--- config.mk ---
export PLATFORM = sky130hd
export DESIGN_NAME = rs_circ_encoder
export DESIGN_NICKNAME = d
export VERILOG_FILES = /design/src/rtl/rs_circ_encoder.sv
export SDC_FILE = /design/constraint.sdc
export NUM_CORES = 1
export LEC_CHECK = 0
export ABC_CLOCK_PERIOD_IN_PS = 2000
export BUFFER_PORTS_ARGS = -buffer_cell sky130_fd_sc_hd__buf_2
export CORE_UTILIZATION = 40
export DETAILED_ROUTE_END_ITERATION = 7
export PLACE_DENSITY = 0.56
export SYNTH_ARGS = -nofsm -noshare
export SYNTH_HDL_FRONTEND = slang
export SYNTH_SLANG_ARGS = --single-unit
export TNS_END_PERCENT = 1
--- constraint.sdc ---
create_clock -name i_clk -period 2 [get_ports i_clk]
set_input_delay 0.1 -clock i_clk [delete_from_list [all_inputs] [get_ports i_clk]]
set_output_delay 0.1 -clock i_clk [all_outputs]
set_load 0.1 [all_outputs]
--- src/rtl/rs_circ_encoder.sv ---
// ---------------------------------------------------------------------------
// rs_circ_encoder
//   Systematic Reed-Solomon encoder over GF(256) (field poly 0x11D, alpha=0x02)
//   with 4 parity symbols. Generator polynomial:
//     g(x) = (x+a^0)(x+a^1)(x+a^2)(x+a^3) = x^4 + 0x0F x^3 + 0x36 x^2 + 0x78 x + 0x40
//   Byte-serial LFSR. Message symbols pass straight through (1 cycle latency).
//   After K message symbols the 4 LFSR cells are shifted out as parity, r3 first.
//
//   Handshake (both sides): a symbol moves on a rising edge where valid && ready
//   are both high. Valid must not depend on ready. The output register slot is
//   "free" when it is empty or the downstream takes it this cycle
//   (!o_valid || i_ready); outputs only change on a free slot, so a stalled
//   symbol holds o_data/o_parity/o_last stable.
//
// Ports
//   i_clk      in   1  clock, rising edge
//   i_rst      in   1  synchronous reset, active-high
//   i_data     in   8  message symbol, highest-degree coefficient first
//   i_valid    in   1  i_data valid
//   o_ready    out  1  encoder accepts i_data this cycle
//   o_data     out  8  codeword symbol (K message, then 4 parity)
//   o_valid    out  1  o_data valid
//   i_ready    in   1  downstream accepts o_data
//   o_parity   out  1  current o_data is a parity symbol
//   o_last     out  1  current o_data is symbol N-1 of the codeword
//   dbg_state  out  1  FSM state: 0 = MSG, 1 = PAR
// ---------------------------------------------------------------------------
module rs_circ_encoder #(
    parameter int N = 32,
    parameter int K = 28
) (
    input  logic       i_clk,
    input  logic       i_rst,
    input  logic [7:0] i_data,
    input  logic       i_valid,
    output logic       o_ready,
    output logic [7:0] o_data,
    output logic       o_valid,
    input  logic       i_ready,
    output logic       o_parity,
    output logic       o_last,
    output logic       dbg_state
);

    generate
        if (K != N - 4 || K < 1) begin : g_bad_params
            $error("rs_circ_encoder: K must equal N-4 and be at least 1");
        end
    endgenerate

    localparam int CW = (N > 4) ? $clog2(N) : 3;
    localparam logic [CW-1:0] LAST_MSG = CW'(K - 1);
    localparam logic [CW-1:0] LAST_PAR = CW'(3);

    // GF(256) multiply, poly 0x11D. With a constant b this collapses to an
    // XOR network.
    function automatic logic [7:0] gf256_mult(input logic [7:0] a, input logic [7:0] b);
        logic [7:0] acc;
        logic [7:0] x;
        acc = 8'h00;
        x   = a;
        for (int i = 0; i < 8; i++) begin
            if (b[i]) acc = acc ^ x;
            x = {x[6:0], 1'b0} ^ (x[7] ? 8'h1D : 8'h00);
        end
        return acc;
    endfunction

    typedef enum logic {ST_MSG = 1'b0, ST_PAR = 1'b1} state_t;

    state_t        state;
    logic [CW-1:0] count;
    logic [7:0]    r0, r1, r2, r3;

    logic       free_slot;
    logic       accept;
    logic [7:0] fb;
    logic [7:0] fb_g3, fb_g2, fb_g1, fb_g0;

    assign free_slot = !o_valid || i_ready;
    // No path from i_valid: ready depends only on state and the output slot.
    assign o_ready   = (state == ST_MSG) && free_slot;
    assign accept    = i_valid && o_ready;
    assign dbg_state = (state == ST_PAR);

    assign fb    = i_data ^ r3;
    assign fb_g3 = gf256_mult(fb, 8'h0F);
    assign fb_g2 = gf256_mult(fb, 8'h36);
    assign fb_g1 = gf256_mult(fb, 8'h78);
    assign fb_g0 = gf256_mult(fb, 8'h40);

    always_ff @(posedge i_clk) begin
        if (i_rst) begin
            state    <= ST_MSG;
            count    <= '0;
            r0       <= 8'h00;
            r1       <= 8'h00;
            r2       <= 8'h00;
            r3       <= 8'h00;
            o_data   <= 8'h00;
            o_valid  <= 1'b0;
            o_parity <= 1'b0;
            o_last   <= 1'b0;
        end else begin
            case (state)
                ST_MSG: begin
                    if (accept) begin
                        r3       <= r2 ^ fb_g3;
                        r2       <= r1 ^ fb_g2;
                        r1       <= r0 ^ fb_g1;
                        r0       <= fb_g0;
                        o_data   <= i_data;
                        o_valid  <= 1'b1;
                        o_parity <= 1'b0;
                        o_last   <= 1'b0;
                        if (count == LAST_MSG) begin
                            state <= ST_PAR;
                            count <= '0;
                        end else begin
                            count <= count + CW'(1);
                        end
                    end else if (free_slot) begin
                        o_valid <= 1'b0;
                    end
                end
                ST_PAR: begin
                    if (free_slot) begin
                        o_data   <= r3;
                        o_valid  <= 1'b1;
                        o_parity <= 1'b1;
                        o_last   <= (count == LAST_PAR);
                        // Shifting zeros in leaves the LFSR clear after the
                        // fourth parity, ready for the next codeword.
                        r3       <= r2;
                        r2       <= r1;
                        r1       <= r0;
                        r0       <= 8'h00;
                        if (count == LAST_PAR) begin
                            state <= ST_MSG;
                            count <= '0;
                        end else begin
                            count <= count + CW'(1);
                        end
                    end
                end
                default: begin
                    state <= ST_MSG;
                    count <= '0;
                end
            endcase
        end
    end

endmodule

==> results of run 1 <==
[logic make-up after synthesis]
| group | share of synthesized area [%] |
|---|---|
| and+or+nand+nor | 14.9 |
| xor gates and xnor gates | 28.6 |
| AOI/OAI and AO/OA | 14.9 |
| DFF | 34.8 |
| buffers and inverters | 2.80 |
| muxes | 3.55 |
| adders and majority gates | 0.444 |
[cell usage in the layout (no fill, tap or decap), drive strengths merged]
cell type / count
a2bb2oi: 1
inv: 1
ha: 1
or3: 10
nand2b: 3
a31oi: 7
a41oi: 2
xor3: 3
o211ai: 1
nor2: 64
nand3: 1
clkbuf: 8
nor4: 1
and2b: 1
mux2i: 10
xnor3: 4
nor3: 2
buf: 65
dfxtp: 49
nand2: 8
nand3b: 1
a311oi: 9
o21ai: 10
a21o: 1
nand4: 2
nor2b: 3
a211oi: 23
a21oi: 5
xnor2: 48
o21a: 1
xor2: 15
[synthesized netlist by cell type, drive strengths merged, types with 2 or more instances]
cell type / n
a31oi: 7
o21ai: 10
xnor2: 48
or3: 10
a311oi: 9
nor3: 2
dfxtp: 49
nand2: 8
xor3: 3
nor2: 64
nand4: 2
mux2i: 10
nor2b: 3
clkbuf: 13
buf: 6
a41oi: 2
a211oi: 23
xor2: 15
xnor3: 4
nand2b: 3
a21oi: 5
[state kept, by name, summed over array words and instances (netlist names)]
signal and count:
r3 8, dbg_state 1, o_data 8, r1 8
r0 8, count 5, o_last 1, o_parity 1
r2 8, o_valid 1
[worst min path at each step]
stage	cells after the start	from	to	slack, ns
finish	3	i_valid	o_valid	0.07
global route	3	i_valid	o_valid	0.06
CTS	3	i_valid	o_valid	0.06
detailed placement	3	i_valid	o_valid	0.38
global placement	3	i_valid	o_valid	0.38
floorplan	2	i_valid	o_valid	0.22
[per-layer routing]
layer  GRT usage (%)  up-vias
li1                -     1165
met1            24.8     1016
met2            28.6       26
met3            2.98        5
met4            4.55        0
met5               0        -
[final cells by class]
cell class                 instances  area share [%]
tap                               96            3.29
multi-input combinational        237            53.4
inverter                           1           0.103
clock buffer                       8            3.05
sequential                        49            27.4
timing repair buffer              65            12.7
[per-stage QoR]
| step | setup TNS [ns] | std cells | setup slack (ns) | hold slack [ns] |
|---|---|---|---|---|
| floorplan | -1.21 | 306 | -0.0800 | 0.222 |
| global placement | -0.284 | 439 | -0.0634 | 0.384 |
| detailed placement | -0.615 | 439 | -0.129 | 0.385 |
| CTS | -0.326 | 448 | -0.0825 | 0.0580 |
| global route | -1.44 | 456 | -0.171 | 0.0610 |
| finish | -0.194 | 456 | -0.106 | 0.0669 |
[power by group through the flow]
stage	registers [mW]	clock network, mW	logic [mW]
after floorplan	1.60	0	3.77
after global placement	1.53	0	5.21
after detailed placement	1.54	0	5.22
after CTS	1.52	0.717	5.38
after global routing	1.59	0.757	6.29
final	1.56	0.697	5.77
[repair_timing]
action                     in CTS  in global routing
resized for setup               5                 22
setup endpoints to repair      13                 17
hold buffers                    0                  0
pin swaps                       2                 13
setup buffers                   1                  8
[worst reg2reg max path: cells and delay by family, from the launching register on]
kind | cells | cell delay, ns
buffers and inverters | 1 | 0.14
AOI/OAI and AO/OA | 1 | 0.25
xor gates and xnor gates | 3 | 0.92
DFF | 1 | 0.38
and+or+nand+nor | 1 | 0.34
==> summary.txt, run 1 <==
Status
  • Outcome: finished, violations left
  • Violated checks: setup timing

Clock tree
  • Max H-tree Level: 2
  • CTS buffer count: 5
  • CTS sink count: 49
  • Clk buf depth: 2
  • CTS tree: done
  • Clock Latency Late Sink: 0.31 ns
  • Clock transition at path regs: 0.09 ns
  • CTS Root Cell: clkbuf_8

Timing
  • Final worst slack: -0.106 ns
  • Slew @ Worst Pin: 0.487 ns
  • Unrepaired setup endpoints after global routing: true
  • Worst Clk Skew: 0.00803 ns
  • Minimum clock period: 2.11 ns
  • Crit share post-route: 105%
  • Slew Limit Fails: 0
  • Fmax: 475 MHz
  • Max-slew headroom: 67.8%
  • Final setup vio count: 5
  • Final Hold Viols: 0

Cells and area
  • Nets@finish: 372
  • Ant. Diodes: 0
  • Layout cells sized above 1: 30.6%
  • Seq. cell area: 998 µm²
  • Syn-to-layout area delta: 29.5%
  • Design area: 3650 µm²
  • Fillers: 627
  • Post-layout util: 53.7%
  • Area of the multi-input gates: 1950 µm²

Global routing
  • Vias in the first global route: 2040
  • GRT overflow: 0
  • First-pass GRT wire length: 10.1 mm
  • Initial antenna violation count: 0
  • Total GRT Usage: 17.8%
  • Largest net degree at the start of global routing: 69

Critical path
  • Reg-to-Reg End: r2[2]
  • Worst path depth: 6
  • Setup crit end: r2[2]
  • Worst path max stage delay: 0.40 ns
  • Cell family with the largest share of critical-path delay: XOR/XNOR gates
  • Worst R2R Start: r3[6]
  • Setup crit start: r3[6]
  • WP data arrival: 2.32 ns
  • Critical-path cell list: buf_6, xor2_4, xnor3_2, xor3_1, or3_1, a311oi_2
  • Critical path startpoint category: flop
  • Crit path buffers/inverters: 1
  • Cell depth of the worst flop-to-flop path: 6
  • R2R Setup Slk: -0.11 ns
  • Crit path max fanout: 3
  • Crit end category: flop
  • Worst path slowest cell: xor3_1
  • Data required, critical path: 2.22 ns
  • Critical path class: flop to flop

Floorplanning
  • CORE AREA: 6790 µm²
  • Rows: 30
  • Starting Density: 41.5%
  • Io pins: 25
  • Die width: 85.9 µm
  • DIE AREA: 7380 µm²
  • DIE HEIGHT: 85.9 µm

Synthesis
  • Unique masters post-synth: 36
  • Synth async-reset ratio: 0%
  • Yosys top cell by area: dfxtp_1
  • Syn. warnings: 0
  • Synth top area cells: dfxtp_1 35%, xnor2_1 12%, nor2_1 8.5%, a211oi_1 6.1%, xor2_1 4.4%
  • Syn Area/Cell: 9.20 µm²
  • Cell count after synthesis: 306
  • Synth Register Bits: 49
  • Post-Synthesis Cell Area: 2820 µm²
  • EDFF count, synth: 0
  • Top cell type's share of synthesized area: 34.8%
  • Seq/Total Area, Yosys: 34.8%
  • Top FF cell, synth: dfxtp_1
  • Syn nets: 319

Power and ir drop
  • Combinational share of power: 71.9%
  • Int Pwr: 4.87 mW
  • Maximum VDD drop: 1.10 mV
  • P_leak: 1.46 nW
  • Clock power share: 8.7%
  • Design Power: 8.02 mW
  • Sw frac: 39.3%
  • NetSw: 3.16 mW
  • Flop pwr share: 19.4%
  • Pwr dens: 2200 nW/µm²

Detailed routing
  • DR WL/cell: 14.0 µm
  • DRC viols: 0
  • Top sig layer: met4
  • Wire length on met1: 3.12 mm
  • DRT Wirelength: 6.38 mm
  • Initial DRC Count: 97
  • Vias after detailed routing: 2212
  • WL met2: 3.03 mm
  • Vias per cell: 4.85
  • Metal3 WL: 169 µm
  • DRT antenna net count: 0
  • DRT Pass-1 Iters: 4

Placed design
  • HPWL Detailed: 4.15 mm
  • Area post-placement: 3310 µm²
  • PortBufs: 24
  • Placer Congestion: 0.779

Run
  • Max-Cap Viols: 0

Min path
  • Worst min path class: input pin to flop
(Power assumes the default switching activity.)
==> inputs of run 2 (changes only) <==
Settings changed: ABC_CLOCK_PERIOD_IN_PS 2000 to 2400, PLACE_DENSITY 0.56 to 0.54, RECOVER_POWER set to 100.
Clock period 2 ns to 2.4 ns, I/O delays scaled along.
==> run 2 against run 1 <==
Against the previous run: the run now ends clean; total power shrank 28%; via count shrank 2.5%; combinational power shrank 33%; worst hold slack gained 0.015 ns; clock power grew 1%; final cell count shrank 5.5%; first-iteration DRC count shrank 13%; register-to-register slack gained 0.26 ns; clock-buffer cell count shrank 3; sequential power shrank 19%; largest power group unchanged; non-clock buffer count shrank 25; setup slack gained 0.26 ns.
==> summary.txt, run 2 (synthesis gave the netlist of run 1 again) <==
Timing
  • Unrepaired setup endpoints after global routing: false
  • Fmax: 446 MHz
  • Minimum clock period: 2.24 ns
  • Worst Clk Skew: 0.00418 ns
  • Slew Limit Fails: 0
  • Slew @ Worst Pin: 1.18 ns
  • Setup_tns: 0 ns
  • Final setup vio count: 0
  • Final Hold Viols: 0
  • Crit share post-route: 93.4%
  • Max-slew headroom: 21.2%

Cells and area
  • Fillers: 677
  • Syn-to-layout area delta: 14.3%
  • Ant. Diodes: 0
  • Commonest non-fill, non-tap cell in the layout: nor2_1
  • Post-layout util: 47.4%
  • Most frequent cells in the layout: 64 x nor2_1, 49 x dfxtp_1, 39 x xnor2_1
  • Post-route non-filler standard cell count: 431
  • Design area: 3220 µm²
  • Layout cells sized above 1: 14.0%
  • Nets@finish: 347

Placed design
  • Placed Cells: 423
  • Area post-placement: 3120 µm²
  • HPWL Detailed: 4.09 mm
  • Placer Congestion: 0.785
  • PortBufs: 24

Run
  • Max-Cap Viols: 0

Clock tree
  • CTS sink count: 49
  • Post-CTS Resized: 0
  • Post-CTS Hold Buffers: 0
  • CTS tree: done
  • CTS buffer count: 5
  • CTS Root Cell: clkbuf_8
  • Max H-tree Level: 2
  • Clk buf depth: 2
  • Clock transition at path regs: 0.09 ns
  • Clock Latency Late Sink: 0.31 ns
  • Postcts setup bufs: 0

Global routing
  • Total GRT Usage: 18.0%
  • Initial antenna violation count: 0
  • First-pass GRT wire length: 10.4 mm
  • Largest net degree at the start of global routing: 69
  • GRT overflow: 0
  • Vias in the first global route: 2088

Detailed routing
  • Wire length on met1: 3.02 mm
  • DRT Wirelength: 6.01 mm
  • Top sig layer: met4
  • DRT antenna net count: 0
  • Initial DRC Count: 84
  • Vias after detailed routing: 2157
  • DRT Pass-1 Iters: 4
  • DR WL/cell: 13.9 µm
  • WL met2: 2.73 mm
  • Metal3 WL: 152 µm
  • DRC viols: 0
  • Vias per cell: 5.00

Power and ir drop
  • Combinational share of power: 66.1%
  • NetSw: 2.33 mW
  • Flop pwr share: 21.8%
  • Sw frac: 40.1%
  • Clock power share: 12.2%
  • Int Pwr: 3.48 mW
  • P_leak: 1.23 nW
  • Design Power: 5.81 mW
  • Pwr dens: 1800 nW/µm²
  • Maximum VDD drop: 0.614 mV

Critical path
  • Crit end category: flop
  • Data required, critical path: 2.62 ns
  • Crit path max fanout: 4
  • Critical path startpoint category: flop
  • Critical path class: flop to flop
  • WP data arrival: 2.46 ns

Floorplanning
  • Rows: 30
  • Die width: 85.9 µm
  • DIE HEIGHT: 85.9 µm
  • Starting Density: 41.5%
  • CORE AREA: 6790 µm²
  • Io pins: 25
  • DIE AREA: 7380 µm²

Status
  • Outcome: complete, no violations

Min path
  • Worst min path class: input pin to flop
==> run 2: cell type report <==
class / instances / area (µm²) / share of cell area [%]
Inverter: 1 / 3.75 / 0.117
Timing Repair Buffer: 40 / 216 / 6.72
Sequential cell: 49 / 981 / 30.5
Tap cell: 96 / 120 / 3.73
Clock inverter: 3 / 65.1 / 2.02
Clock buffer: 5 / 68.8 / 2.14
Multi-Input combinational cell: 237 / 1760 / 54.8
==> run 2: layer usage <==
metal / vias to the layer above / track usage (%)
met2: 34 / 29.1
met3: 10 / 2.89
met5: - / 0
met1: 984 / 24.1
met4: 0 / 6.52
li1: 1129 / -
==> run 2: power by group through the flow <==
stage               clock, mW  combinational, mW  sequential, mW
floorplan                   0               3.07            1.31
global placement            0               3.87            1.28
detailed placement          0               3.86            1.28
CTS                     0.729               3.91            1.26
global route            0.760               4.25            1.30
finish                  0.706               3.84            1.26
==> run 2: worst paths after layout <==
check           start       end  slack (ns)  cells after the start
max             r3[6]     r2[2]        0.16                      5
min           i_valid   o_valid        0.08                      3
min reg2reg  o_parity  o_parity        0.47                      2
max reg2reg     r3[6]     r2[2]        0.16                      5
==> run 2: worst max-delay path: stages (launching register included) <==
cell	delay [ns]
dfxtp_1	0.44
xor2_1	0.26
xnor3_1	0.52
xor3_1	0.40
or3_1	0.31
a311oi_1	0.24
==> run 2: metrics by stage <==
stage	worst slack, ns	hold WS [ns]
floorplan	0.0260	0.249
global placement	0.204	0.405
detailed placement	0.150	0.411
CTS	0.115	0.0727
global route	0.0204	0.0952
finish	0.158	0.0818
